<file path="src/rtl/lcd_pkg.sv">
// lcd_pkg: HD44780 command bytes, controller/phy state encodings and init-sequence helpers
package lcd_pkg;
  localparam logic [7:0] FUNC_SET   = 8'h38;
  localparam logic [7:0] DISP_ON    = 8'h0C;
  localparam logic [7:0] ENTRY_MODE = 8'h06;
  localparam logic [7:0] CLEAR      = 8'h01;
  localparam logic [7:0] LINE1      = 8'h80;
  localparam logic [7:0] LINE2      = 8'hC0;
  localparam int INIT_LEN = 4;
  typedef enum logic [2:0] {ST_PWR_WAIT, ST_INIT, ST_LINE, ST_CHAR, ST_FINISH, ST_IDLE} state_t;
  typedef enum logic [1:0] {PH_IDLE, PH_PULSE, PH_WAIT} phase_t;
  function automatic logic [7:0] init_cmd(input logic [1:0] idx);
    return idx == 2'd0 ? FUNC_SET : idx == 2'd1 ? DISP_ON : idx == 2'd2 ? ENTRY_MODE : CLEAR;
  endfunction
  function automatic int max3(input int a, input int b, input int c);
    return (a > b ? a : b) > c ? (a > b ? a : b) : c;
  endfunction
endpackage

</file>
<file path="src/rtl/lcd_write_phy.sv">
// lcd_write_phy: single LCD byte write -- setup, enable pulse, then post-write wait
module lcd_write_phy
  import lcd_pkg::*;
#(
  parameter int E_PULSE_CYC  = 24,
  parameter int CMD_WAIT_CYC = 2500,
  parameter int CLR_WAIT_CYC = 82000
) (
  input  logic       clk,
  input  logic       rst_n,
  input  logic       i_start,
  input  logic       i_rs,
  input  logic [7:0] i_data,
  input  logic       i_long,
  output logic       o_e,
  output logic       o_rs,
  output logic [7:0] o_data,
  output logic       o_ready
);
  localparam int CW = $clog2(max3(E_PULSE_CYC, CMD_WAIT_CYC, CLR_WAIT_CYC) + 1);
  phase_t        r_phase;
  logic [CW-1:0] r_cnt;
  logic          r_rs;
  logic [7:0]    r_data;
  logic          r_long;
  logic [CW-1:0] w_lim;
  logic          w_last;
  logic          w_setup;
  assign w_setup = i_start && r_phase == PH_IDLE;
  assign w_lim   = r_phase == PH_PULSE ? CW'(E_PULSE_CYC - 1) : r_long ? CW'(CLR_WAIT_CYC - 1) : CW'(CMD_WAIT_CYC - 1);
  assign w_last  = r_cnt == w_lim;
  // the setup cycle shows the new byte on the bus (e low) and latches it for the pulse and wait
  assign o_rs    = w_setup ? i_rs : r_rs;
  assign o_data  = w_setup ? i_data : r_data;
  assign o_e     = r_phase == PH_PULSE;
  assign o_ready = r_phase == PH_WAIT && w_last;
  // phase sequencing: latch byte on start, count pulse then wait length
  always_ff @(posedge clk) begin
    if (!rst_n) begin
      r_phase <= PH_IDLE;
      r_cnt   <= '0;
      r_rs    <= 1'b0;
      r_data  <= 8'h00;
      r_long  <= 1'b0;
    end else if (w_setup) begin
      r_phase <= PH_PULSE;
      r_cnt   <= '0;
      r_rs    <= i_rs;
      r_data  <= i_data;
      r_long  <= i_long;
    end else if (r_phase != PH_IDLE) begin
      r_cnt <= w_last ? '0 : r_cnt + CW'(1);
      if (w_last) r_phase <= r_phase == PH_PULSE ? PH_WAIT : PH_IDLE;
    end
  end
endmodule

</file>
<file path="src/rtl/lcd_ctrl.sv">
// lcd_ctrl: HD44780 init plus 2x16 character redraw sequencer driving the LCD pins
module lcd_ctrl
  import lcd_pkg::*;
#(
  parameter int E_PULSE_CYC  = 24,
  parameter int CMD_WAIT_CYC = 2500,
  parameter int CLR_WAIT_CYC = 82000,
  parameter int PWR_WAIT_CYC = 750000
) (
  input  logic       clk,
  input  logic       rst_n,
  input  logic       refresh,
  output logic [4:0] char_addr,
  input  logic [7:0] char_data,
  output logic       lcd_rs,
  output logic       lcd_rw,
  output logic       lcd_e,
  output logic [7:0] lcd_data,
  output logic       busy,
  output logic       done
);
  localparam int PCW = $clog2(PWR_WAIT_CYC + 1);
  state_t         r_state, w_nstate;
  logic [PCW-1:0] r_pcnt, w_pcnt_nxt;
  logic [1:0]     r_idx, w_idx_nxt;
  logic [4:0]     r_addr, w_addr_nxt;
  logic           r_sent, w_sent_nxt;
  logic           r_pend, w_pend_nxt;
  logic           w_start, w_rs, w_long, w_ready;
  logic [7:0]     w_data;
  assign char_addr = r_addr;
  assign busy      = r_state != ST_IDLE;
  assign lcd_rw    = 1'b0;
  lcd_write_phy #(
    .E_PULSE_CYC (E_PULSE_CYC),
    .CMD_WAIT_CYC(CMD_WAIT_CYC),
    .CLR_WAIT_CYC(CLR_WAIT_CYC)
  ) u_phy (
    .clk    (clk),
    .rst_n  (rst_n),
    .i_start(w_start),
    .i_rs   (w_rs),
    .i_data (w_data),
    .i_long (w_long),
    .o_e    (lcd_e),
    .o_rs   (lcd_rs),
    .o_data (lcd_data),
    .o_ready(w_ready)
  );
  // sequencer registers
  always_ff @(posedge clk) begin
    if (!rst_n) begin
      r_state <= ST_PWR_WAIT;
      r_pcnt  <= '0;
      r_idx   <= 2'd0;
      r_addr  <= 5'd0;
      r_sent  <= 1'b0;
      r_pend  <= 1'b0;
    end else begin
      r_state <= w_nstate;
      r_pcnt  <= w_pcnt_nxt;
      r_idx   <= w_idx_nxt;
      r_addr  <= w_addr_nxt;
      r_sent  <= w_sent_nxt;
      r_pend  <= w_pend_nxt;
    end
  end
  // each byte state issues one write, then advances when the phy reports its wait is over
  always_comb begin
    w_nstate   = r_state;
    w_pcnt_nxt = r_pcnt;
    w_idx_nxt  = r_idx;
    w_addr_nxt = r_addr;
    w_pend_nxt = r_pend || (refresh && r_state != ST_IDLE);
    w_start    = 1'b0;
    w_rs       = 1'b0;
    w_data     = 8'h00;
    done       = 1'b0;
    case (r_state)
      ST_PWR_WAIT: begin
        w_pcnt_nxt = r_pcnt + PCW'(1);
        if (r_pcnt == PCW'(PWR_WAIT_CYC - 1)) w_nstate = ST_INIT;
      end
      ST_INIT: begin
        w_start = !r_sent;
        w_data  = init_cmd(r_idx);
        if (w_ready) begin
          w_idx_nxt = r_idx + 2'd1;
          if (r_idx == 2'(INIT_LEN - 1)) w_nstate = ST_LINE;
        end
      end
      ST_LINE: begin
        w_start = !r_sent;
        w_data  = r_addr[4] ? LINE2 : LINE1;
        if (w_ready) w_nstate = ST_CHAR;
      end
      ST_CHAR: begin
        w_start = !r_sent;
        w_rs    = 1'b1;
        w_data  = char_data;
        if (w_ready) begin
          w_addr_nxt = r_addr == 5'd31 ? r_addr : r_addr + 5'd1;
          w_nstate   = r_addr == 5'd31 ? ST_FINISH : r_addr == 5'd15 ? ST_LINE : ST_CHAR;
        end
      end
      ST_FINISH: begin
        done       = 1'b1;
        w_addr_nxt = 5'd0;
        w_pend_nxt = 1'b0;
        w_nstate   = (r_pend || refresh) ? ST_LINE : ST_IDLE;
      end
      ST_IDLE: w_nstate = refresh ? ST_LINE : ST_IDLE;
      default: w_nstate = ST_PWR_WAIT;
    endcase
    w_long     = !w_rs && w_data == CLEAR;
    w_sent_nxt = w_ready ? 1'b0 : (r_sent || w_start);
  end
endmodule

</file>
<file path="config.mk">
export PLATFORM = sky130hd
export DESIGN_NAME = lcd_ctrl
export DESIGN_NICKNAME = d
export VERILOG_FILES = /design/src/rtl/lcd_pkg.sv /design/src/rtl/lcd_write_phy.sv /design/src/rtl/lcd_ctrl.sv
export SDC_FILE = /design/constraint.sdc
export NUM_CORES = 1
export LEC_CHECK = 0
export BUFFER_PORTS_ARGS = -buffer_cell sky130_fd_sc_hd__buf_2
export CORE_ASPECT_RATIO = 0.9
export CORE_UTILIZATION = 55
export CTS_CLUSTER_SIZE = 24
export DETAILED_ROUTE_END_ITERATION = 16
export MAX_ROUTING_LAYER = met4
export PLACE_DENSITY = 0.75
export RECOVER_POWER = 25
export SYNTH_ARGS = -nofsm -noshare
export SYNTH_HDL_FRONTEND = slang
export SYNTH_SLANG_ARGS = --single-unit
</file>
<file path="constraint.sdc">
create_clock -name clk -period 2.8 [get_ports clk]
set_clock_uncertainty 0.05 [all_clocks]
set_input_delay 0.42 -clock clk [delete_from_list [all_inputs] [get_ports clk]]
set_output_delay 0.42 -clock clk [all_outputs]
set_load 0.005 [all_outputs]
</file>
==> results of run 1 <==
[state kept, by name, summed over array words and instances, names as in the netlist]
name	count
char_addr	5
r_pend	1
u_phy.r_data	8
r_state	3
u_phy.r_cnt	17
r_pcnt	20
u_phy.r_long	1
u_phy.r_phase	2
u_phy.r_rs	1
r_idx	2
r_sent	1
[Yosys cell counts (all sizes together) (2+ instances only)]
library cell and number:
nor4b 3, inv 9, mux2i 8, xnor2 14, xor2 21, a21oi 11, nor3b 2, and2 17
dfxtp 61, nor2b 3, nand3 11, nor4 5, ha 10, a22oi 6, or2 2, nor2 46
or4 2, nand2 42, buf 9, nand2b 4, o211ai 4, o21ai 10, and3 8, nand4 17
or3 8, clkbuf 7, nor3 7, o31ai 2
[power by group through the flow]
stage / clock network [µW] / registers (µW) / logic (µW)
2_1_floorplan: 0 / 978 / 455
3_3_place_gp: 0 / 1010 / 533
3_5_place_dp: 0 / 1020 / 537
4_1_cts: 962 / 999 / 540
5_1_grt: 1000 / 1010 / 609
6_report: 949 / 1000 / 540
[worst max path at each step]
stage	from	to	slack [ps]	depth (start not counted)
after floorplan	u_phy.r_cnt[0]	char_addr[1]	730	8
after global placement	u_phy.r_cnt[0]	char_addr[1]	520	7
after detailed placement	u_phy.r_phase[0]	lcd_data[6]	410	4
after CTS	r_state[1]	lcd_data[6]	40	4
after global routing	r_state[0]	lcd_data[2]	80	6
final	r_state[0]	lcd_data[6]	250	4
[layout make-up]
| class | count | area [µm²] | area share (%) |
|---|---|---|---|
| sequential | 61 | 1220 | 35.0 |
| clock buffer | 12 | 145 | 4.17 |
| timing repair buffer | 31 | 161 | 4.63 |
| multi-input combinational | 277 | 1740 | 49.9 |
| inverter | 10 | 37.5 | 1.08 |
| clock inverter | 4 | 95.1 | 2.73 |
| tap | 67 | 83.8 | 2.41 |
[layout by cell type, fill, tap and decap left out, types with 3 or more instances in the layout]
cell type / count
dfxtp_1: 61
nor2_1: 45
nand2_1: 42
buf_2: 27
xor2_1: 21
nand4_1: 17
and2_1: 14
xnor2_1: 14
nand3_1: 11
a21oi_1: 11
o21ai_0: 10
ha_1: 10
clkbuf_8: 10
inv_1: 9
mux2i_1: 8
and3_1: 8
or3_1: 7
nor3_1: 6
a22oi_1: 5
nor4_1: 4
o211ai_1: 4
nand2b_1: 3
nor2b_1: 3
nor4b_1: 3
clkbuf_1: 3
bufinv_16: 3
buf_4: 3
[per-layer routing]
layer / routed length, µm / vias up / global-route usage (%)
met5: 0 / - / -
met4: 136 / 0 / 12.7
met3: 252 / 12 / 5.75
met2: 2840 / 53 / 34.8
met1: 2970 / 1193 / 28.6
li1: - / 1318 / -
[critical path: cells and delay by family, from the launching register on]
family	cells	cell delay, ps
AOI/OAI and AO/OA	2	520
buffers and inverters	1	180
DFF	1	530
and+or+nand+nor	1	500
[timing repair]
item / in CTS / in global routing
hold buffers: 0 / 0
setup buffers: 0 / 0
setup endpoints to repair: 0 / 5
resized for setup: 0 / 2
[logic make-up (layout without fill, tap and decap cells)]
| family | after synthesis | after routing | share of synthesized area, % |
|---|---|---|---|
| AO/OA/AOI/OAI | 43 | 43 | 9.24 |
| XOR/XNOR | 35 | 35 | 9.98 |
| adder cells (fa/ha/maj) | 10 | 10 | 4.07 |
| buffers and inverters | 26 | 57 | 3.87 |
| flip-flops | 61 | 61 | 39.7 |
| multiplexers | 8 | 8 | 2.61 |
| other | 1 | 1 | 0.122 |
| AND/OR/NAND/NOR | 180 | 180 | 30.4 |
[stage by stage]
stage | worst slack (ps) | instances | hold slack (ps)
floorplan | 725 | 364 | 374
global placement | 516 | 446 | 395
detailed placement | 411 | 446 | 402
CTS | 40.0 | 462 | 345
global route | 77.1 | 462 | 373
finish | 247 | 462 | 353
==> metrics.md, run 1 <==
| Metric | Value |
|---|---|
| Power per cell area | ~710 nW/µm² |
| RSZ-0062 raised after global routing | no |
| Antenna Nets Post-Route | 0 |
| Dominant cells by area after synthesis | dfxtp_1 (40%), xor2_1 (6.0%), nor2_1 (5.6%), nand2_1 (5.1%), ha_1 (4.1%) |
| Hold wc startpoint | refresh |
| MaxCap Viol Count | 0 |
| Die height | roughly 73 µm |
| Leakage | about 0.0013 µW |
| Area after DPL | 3240 µm² |
| Worst skew pair latency | 340 ps |
| Mapped cell area | a little over 3000 µm² |
| Cell Rows | 25 |
| Area delta synth->final | 13.4% |
| Cells on worst reg2reg path | 7 |
| Post-synth EDFFs | 0 |
| Clk root buf | clkbuf_8 |
| Drt initial violations | 140 |
| Hold Violations, Final | 0 |
| Critical path arrival | 2080 ps |
| H-tree Lvls | 3 |
| Sw Share | 29.4% |
| HPWL after DPL | 4.31 mm |
| Total power | about 2500 µW |
| Worst Hold End | r_pend |
| Cells after Synth | between 300 and 400 |
| Via/cell ratio | between 5 and 6 |
| Setup_tns | 0 ps |
| Ant diodes | 0 |
| Cell internal pwr | between 1500 and 2000 µW |
| Syn avg cell area | about 8.4 µm² |
| WP data required | about 2300 ps |
| Beginning of the worst register-to-register path | r_state[2] |
| Final setup violation count | 0 |
| IO Pins | 29 |
| Synth area leader | dfxtp_1 |
| Status | complete, no violations |
| Layout Nets | 411 |
| Largest net degree at the start of global routing | 23 |
| Final core utilization | between 60 and 70% |
| Max VDD drop | about 510 µV |
| Synth cell types | 52 |
| Total die area | a little under 6000 µm² |
| Slew Limit Fails | 0 |
| Finished Cell Area | between 3000 and 4000 µm² |
| CTS tree | built |
| Seq cells post-synth | about 60 |
| Least-Margin Pin Slew | 604 ps |
| CORE AREA | 5320 µm² |
| Gp weighted congestion | approximately 0.83 |
| Clock buffer depth | 2 |
| R2r endpoint | r_pcnt[19] |
| Number of port buffers | 27 |
| Synth top area share | approximately two fifths |
| Worst hold path cell count | 3 |
| CP max FO | 22 |
| Main flop type after synthesis | dfxtp_1 |
| Critical-path cell list | o21bai_1, or3_4, o31ai_1, buf_2 |
| Fraction of registers with async set/reset | 0% |
| Die W | just over 80 µm |
| Total GRT Usage | a little under a quarter |
| Slowest cell on the critical path | dfxtp_1 |
| Reg-to-reg slack, setup | 360 ps |
| Filler Cell Count | approximately 460 |
| Clock transition at the registers of the reported paths | 60 ps |
| GRT Residual Overflow | 0 |
| Fraction of layout cells with a size suffix above 1 | 14.2% |
| Clock group share of total power | between 30% and 40% |
| Hold WC Path Type | in2reg |
| Startpoint Class | register |
| Critical path class | reg2out |
| CP peak stage delay | 530 ps |
| Ys Warns | 0 |
| First-pass GRT wire length | between 10 and 15 mm |
| CTS sink count | between 60 and 70 |
| DR DRC count | 0 |
| Vias after detailed routing | ~2,600 |
| Drt first pass iters | 5 |
| Syn nets | approximately 390 |
| Sequential power share | roughly 40% |
| Gate power share | a little over a fifth |
| Sequential area share after synthesis | approximately 40% |
| NetSw | between 700 and 800 µW |
| Initial antenna violation count | 0 |
| Final WL | 6.20 mm |
| Slew headroom | approximately three fifths |
| DR WL/cell | around 13 µm |
| Starting Density | between 50 and 60% |
| Period utilization | slightly above 90% |
| CP Capture Type | primary output |
| Fmax achieved | between 0.3 and 0.4 GHz |
| CTS Buf Count | 9 |
| Via count of the first global-routing pass | ~2,300 |
| Min Tclk post-route | between 2000 and 3000 ps |
Note: power is estimated with default switching activity, not from simulation.
==> run 2, diff against run 1 <==
Settings changed: ABC_AREA set to 1, PLACE_DENSITY 0.75 to 0.74.
==> run 2 against run 1 <==
Against the previous run: area after synthesis rose by 9.9%; die area rose by 9.6%; clock-buffer cell count fell by 2; critical path depth rose by 3; critical path type unchanged; worst hold slack got worse by 26 ps; largest cell class unchanged; sequential cell count did not move; maximum frequency fell by 1.8%.
==> metrics.md, run 2 <==
| Metric | Value |
|---|---|
| Cells after Synth | 491 (was 364) |
| Most common cell after layout, fill and taps aside | nand2_1 (was dfxtp_1) |
| Syn avg cell area | 6.88 µm² (was 8.44 µm²) |
| Seq cells post-synth | 61 (unchanged) |
| GRT Residual Overflow | 0 (unchanged) |
| Synth top area share | 36.2% (was 39.7%) |
| Setup bufs post-CTS | 0 (unchanged) |
| Hold WC Path Type | in2reg (unchanged) |
| Clk root buf | clkbuf_8 (unchanged) |
| Min Tclk post-route | 2600 ps (was 2550 ps) |
| Vias after detailed routing | 3,192 (was 2,576) |
| Critical path arrival | 2130 ps (was 2080 ps) |
| Fraction of registers with async set/reset | 0% (unchanged) |
| Sequential power share | 36.3% (was 40.2%) |
| Via/cell ratio | 5.34 (was 5.58) |
| Largest regs | r_pcnt: 20 flops, u_phy.r_cnt: 17 flops, u_phy.r_data: 8 flops (unchanged) |
| Fmax achieved | 0.385 GHz (was 0.392 GHz) |
| Area delta synth->final | 11.4% (was 13.4%) |
| Least-Margin Pin Slew | 573 ps (was 604 ps) |
| CTS tree | built (unchanged) |
| Final WL | 7.63 mm (was 6.20 mm) |
| Critical path class | reg2out (unchanged) |
| Cell Rows | 26 (was 25) |
| Initial antenna violation count | 0 (unchanged) |
| Startpoint Class | register (unchanged) |
| Gp weighted congestion | 0.874 (was 0.832) |
| CTS Buf Count | 9 (unchanged) |
| Total die area | 6460 µm² (was 5890 µm²) |
| Power per cell area | 771 nW/µm² (was 714 nW/µm²) |
| Max FFs per register | 20 (unchanged) |
| Area after DPL | 3570 µm² (was 3240 µm²) |
| Main flop type after synthesis | dfxtp_1 (unchanged) |
| Mapped cell area | 3380 µm² (was 3070 µm²) |
| CP max FO | 16 (was 22) |
| Starting Density | 58.3% (was 57.8%) |
| Synth cell types | 37 (was 52) |
| CP peak stage delay | 470 ps (was 530 ps) |
| Worst hold path cell count | 3 (unchanged) |
| Slew headroom | 61.7% (was 59.3%) |
| Clock group share of total power | 27.6% (was 38.1%) |
| Max VDD drop | 662 µV (was 514 µV) |
| CORE AREA | 5790 µm² (was 5320 µm²) |
| Slew Limit Fails | 0 (unchanged) |
| Status | complete, no violations (unchanged) |
| Sequential area share after synthesis | 36.2% (was 39.7%) |
| Setup_tns | 0 ps (unchanged) |
| MaxCap Viol Count | 0 (unchanged) |
| RSZ-0062 raised after global routing | no (unchanged) |
| Drt initial violations | 210 (was 140) |
| Antenna Nets Post-Route | 0 (unchanged) |
| DP Worst Slack | 542 ps (was 411 ps) |
| CP Capture Type | primary output (unchanged) |
| Ant diodes | 0 (unchanged) |
| Reg with most FFs | r_pcnt (unchanged) |
| Dominant cells by area after synthesis | dfxtp_1 (36%), nand2_1 (11%), nor2_1 (7.3%), inv_1 (6.9%), nand3_1 (4.6%) (was dfxtp_1 (40%), xor2_1 (6.0%), nor2_1 (5.6%), nand2_1 (5.1%), ha_1 (4.1%)) |
| Syn nets | 512 (was 385) |
| Via count of the first global-routing pass | 2,906 (was 2,309) |
| Cells on worst reg2reg path | 11 (was 7) |
| Synth area leader | dfxtp_1 (unchanged) |
| Hold Violations, Final | 0 (unchanged) |
| HPWL after DPL | 5.53 mm (was 4.31 mm) |
| Worst skew pair latency | 350 ps (was 340 ps) |
| Most common cell in the netlist | nand2_1 (was dfxtp_1) |
| Die W | 84.6 µm (was 80.8 µm) |
| H-tree Lvls | 3 (unchanged) |
| Top cell types by occurrence after synthesis | nand2_1 (98), nor2_1 (66), inv_1 (62) (was dfxtp_1 (61), nor2_1 (46), nand2_1 (42)) |
| Die height | 76.3 µm (was 72.9 µm) |
| NetSw | 1110 µW (was 733 µW) |
| Fraction of layout cells with a size suffix above 1 | 15.0% (was 14.2%) |
| Total power | 2900 µW (was 2490 µW) |
| Number of port buffers | 27 (unchanged) |
| Finished Cell Area | 3760 µm² (was 3480 µm²) |
| Final setup violation count | 0 (unchanged) |
| Gate power share | 36.1% (was 21.7%) |
| Slowest cell on the critical path | nor3_4 (was dfxtp_1) |
| Final Worst Setup Slack | 199 ps (was 247 ps) |
| Layout Nets | 544 (was 411) |
| CTS sink count | 61 (unchanged) |
| Cell internal pwr | 1790 µW (was 1760 µW) |
| DR DRC count | 0 (unchanged) |
| Post-synth EDFFs | 0 (unchanged) |
| WP data required | 2330 ps (about the same) |
| DR WL/cell | 12.8 µm (was 13.4 µm) |
| Period utilization | 92.9% (was 91.2%) |
| Clock transition at the registers of the reported paths | 70 ps (was 60 ps) |
| Most frequent cells in the layout | nand2_1 (98), nor2_1 (68), inv_1 (63) (was dfxtp_1 (61), nor2_1 (45), nand2_1 (42)) |
| First-pass GRT wire length | 13.0 mm (was 10.1 mm) |
| IO Pins | 29 (unchanged) |
| Clock buffer depth | 2 (unchanged) |
| Sw Share | 38.3% (was 29.4%) |
| Most used cell, CP | inv_2 |
| Leakage | 0.00168 µW (was 0.00134 µW) |
| Drt first pass iters | 6 (was 5) |
| Ys Warns | 0 (unchanged) |
| Critical-path cell list | nor2_4, inv_2, nor3_4, inv_2, o21ai_1, inv_1, buf_2 (was o21bai_1, or3_4, o31ai_1, buf_2) |
| Largest net degree at the start of global routing | 26 (was 23) |
| Total GRT Usage | 26.0% (was 23.2%) |
-- run 2: cell types whose count changed in the layout (fill, tap and decap cells not counted), moves of 8 or more --
| cell | change |
|---|---|
| nor3_1 | +13 |
| nand3_1 | +20 |
| inv_1 | +54 |
| and2_1 | -14 |
| a21oi_1 | +16 |
| o21ai_1 | +8 |
| mux2i_1 | -8 |
| xnor2_1 | -12 |
| nand2_1 | +56 |
| nor2_1 | +23 |
-- run 2: area by class of cell --
class	instances	area, µm²
Fill cell	542	2030
Multi-Input combinational cell	351	1840
Sequential cell	61	1220
Inverter	72	270
Timing Repair Buffer	28	143
Clock buffer	10	138
Tap cell	70	87.6
Clock inverter	6	62.6
-- run 2: critical path: cells and delay by family (launching register included) --
family	cells	cell delay [ps]
and+or+nand+nor	2	710
AOI/OAI and AO/OA	1	220
buffers and inverters	4	490
DFF	1	380
-- run 2: repair_timing --
item / 4_1_cts / 5_1_grt
endpoints found under the setup margin: 0 / 2
resized for setup: 0 / 0
hold buffers: 0 / 0
-- run 2: power groups by stage --
stage                     registers (µW)  clock network, µW  logic (µW)
after global routing                1070                854        1170
after detailed placement            1070                  0        1030
after floorplan                     1050                  0         768
after CTS                           1050                812        1050
after global placement              1070                  0        1010
final                               1050                801        1050
-- run 2: cell families after synthesis --
kind of cell,count (synthesis),share of synthesized area (%)
AND/OR/NAND/NOR,263,36.9
flip-flops,61,36.2
buffers and inverters,79,9.08
other,1,0.111
AO/OA/AOI/OAI,61,9.90
XOR/XNOR,16,4.15
adder cells (fa/ha/maj),10,3.71
-- run 2: worst paths after layout --
kind | slack (ps) | from | to
max | 200 | u_phy.r_phase[0] | lcd_data[1]
min | 330 | refresh | r_pend
max reg2reg | 810 | u_phy.r_cnt[0] | char_addr[4]
min reg2reg | 420 | r_pcnt[8] | r_pcnt[8]
-- run 2: per-layer routing --
metal	part of all wire, %	global-route usage, %	wire length, µm
met5	0	-	0
met4	1.7	10.0	131
met1	51	35.3	3860
met3	4.8	6.28	370
met2	43	37.5	3270
-- run 2: per-stage QoR --
step | cells | utilization [%] | hold WS [ps]
4_1_cts | 598 | 65.1 | 311
2_1_floorplan | 491 | - | 383
3_3_place_gp | 582 | 61.6 | 400
6_report | 598 | 64.9 | 327
3_5_place_dp | 582 | 61.6 | 406
5_1_grt | 598 | 64.9 | 361
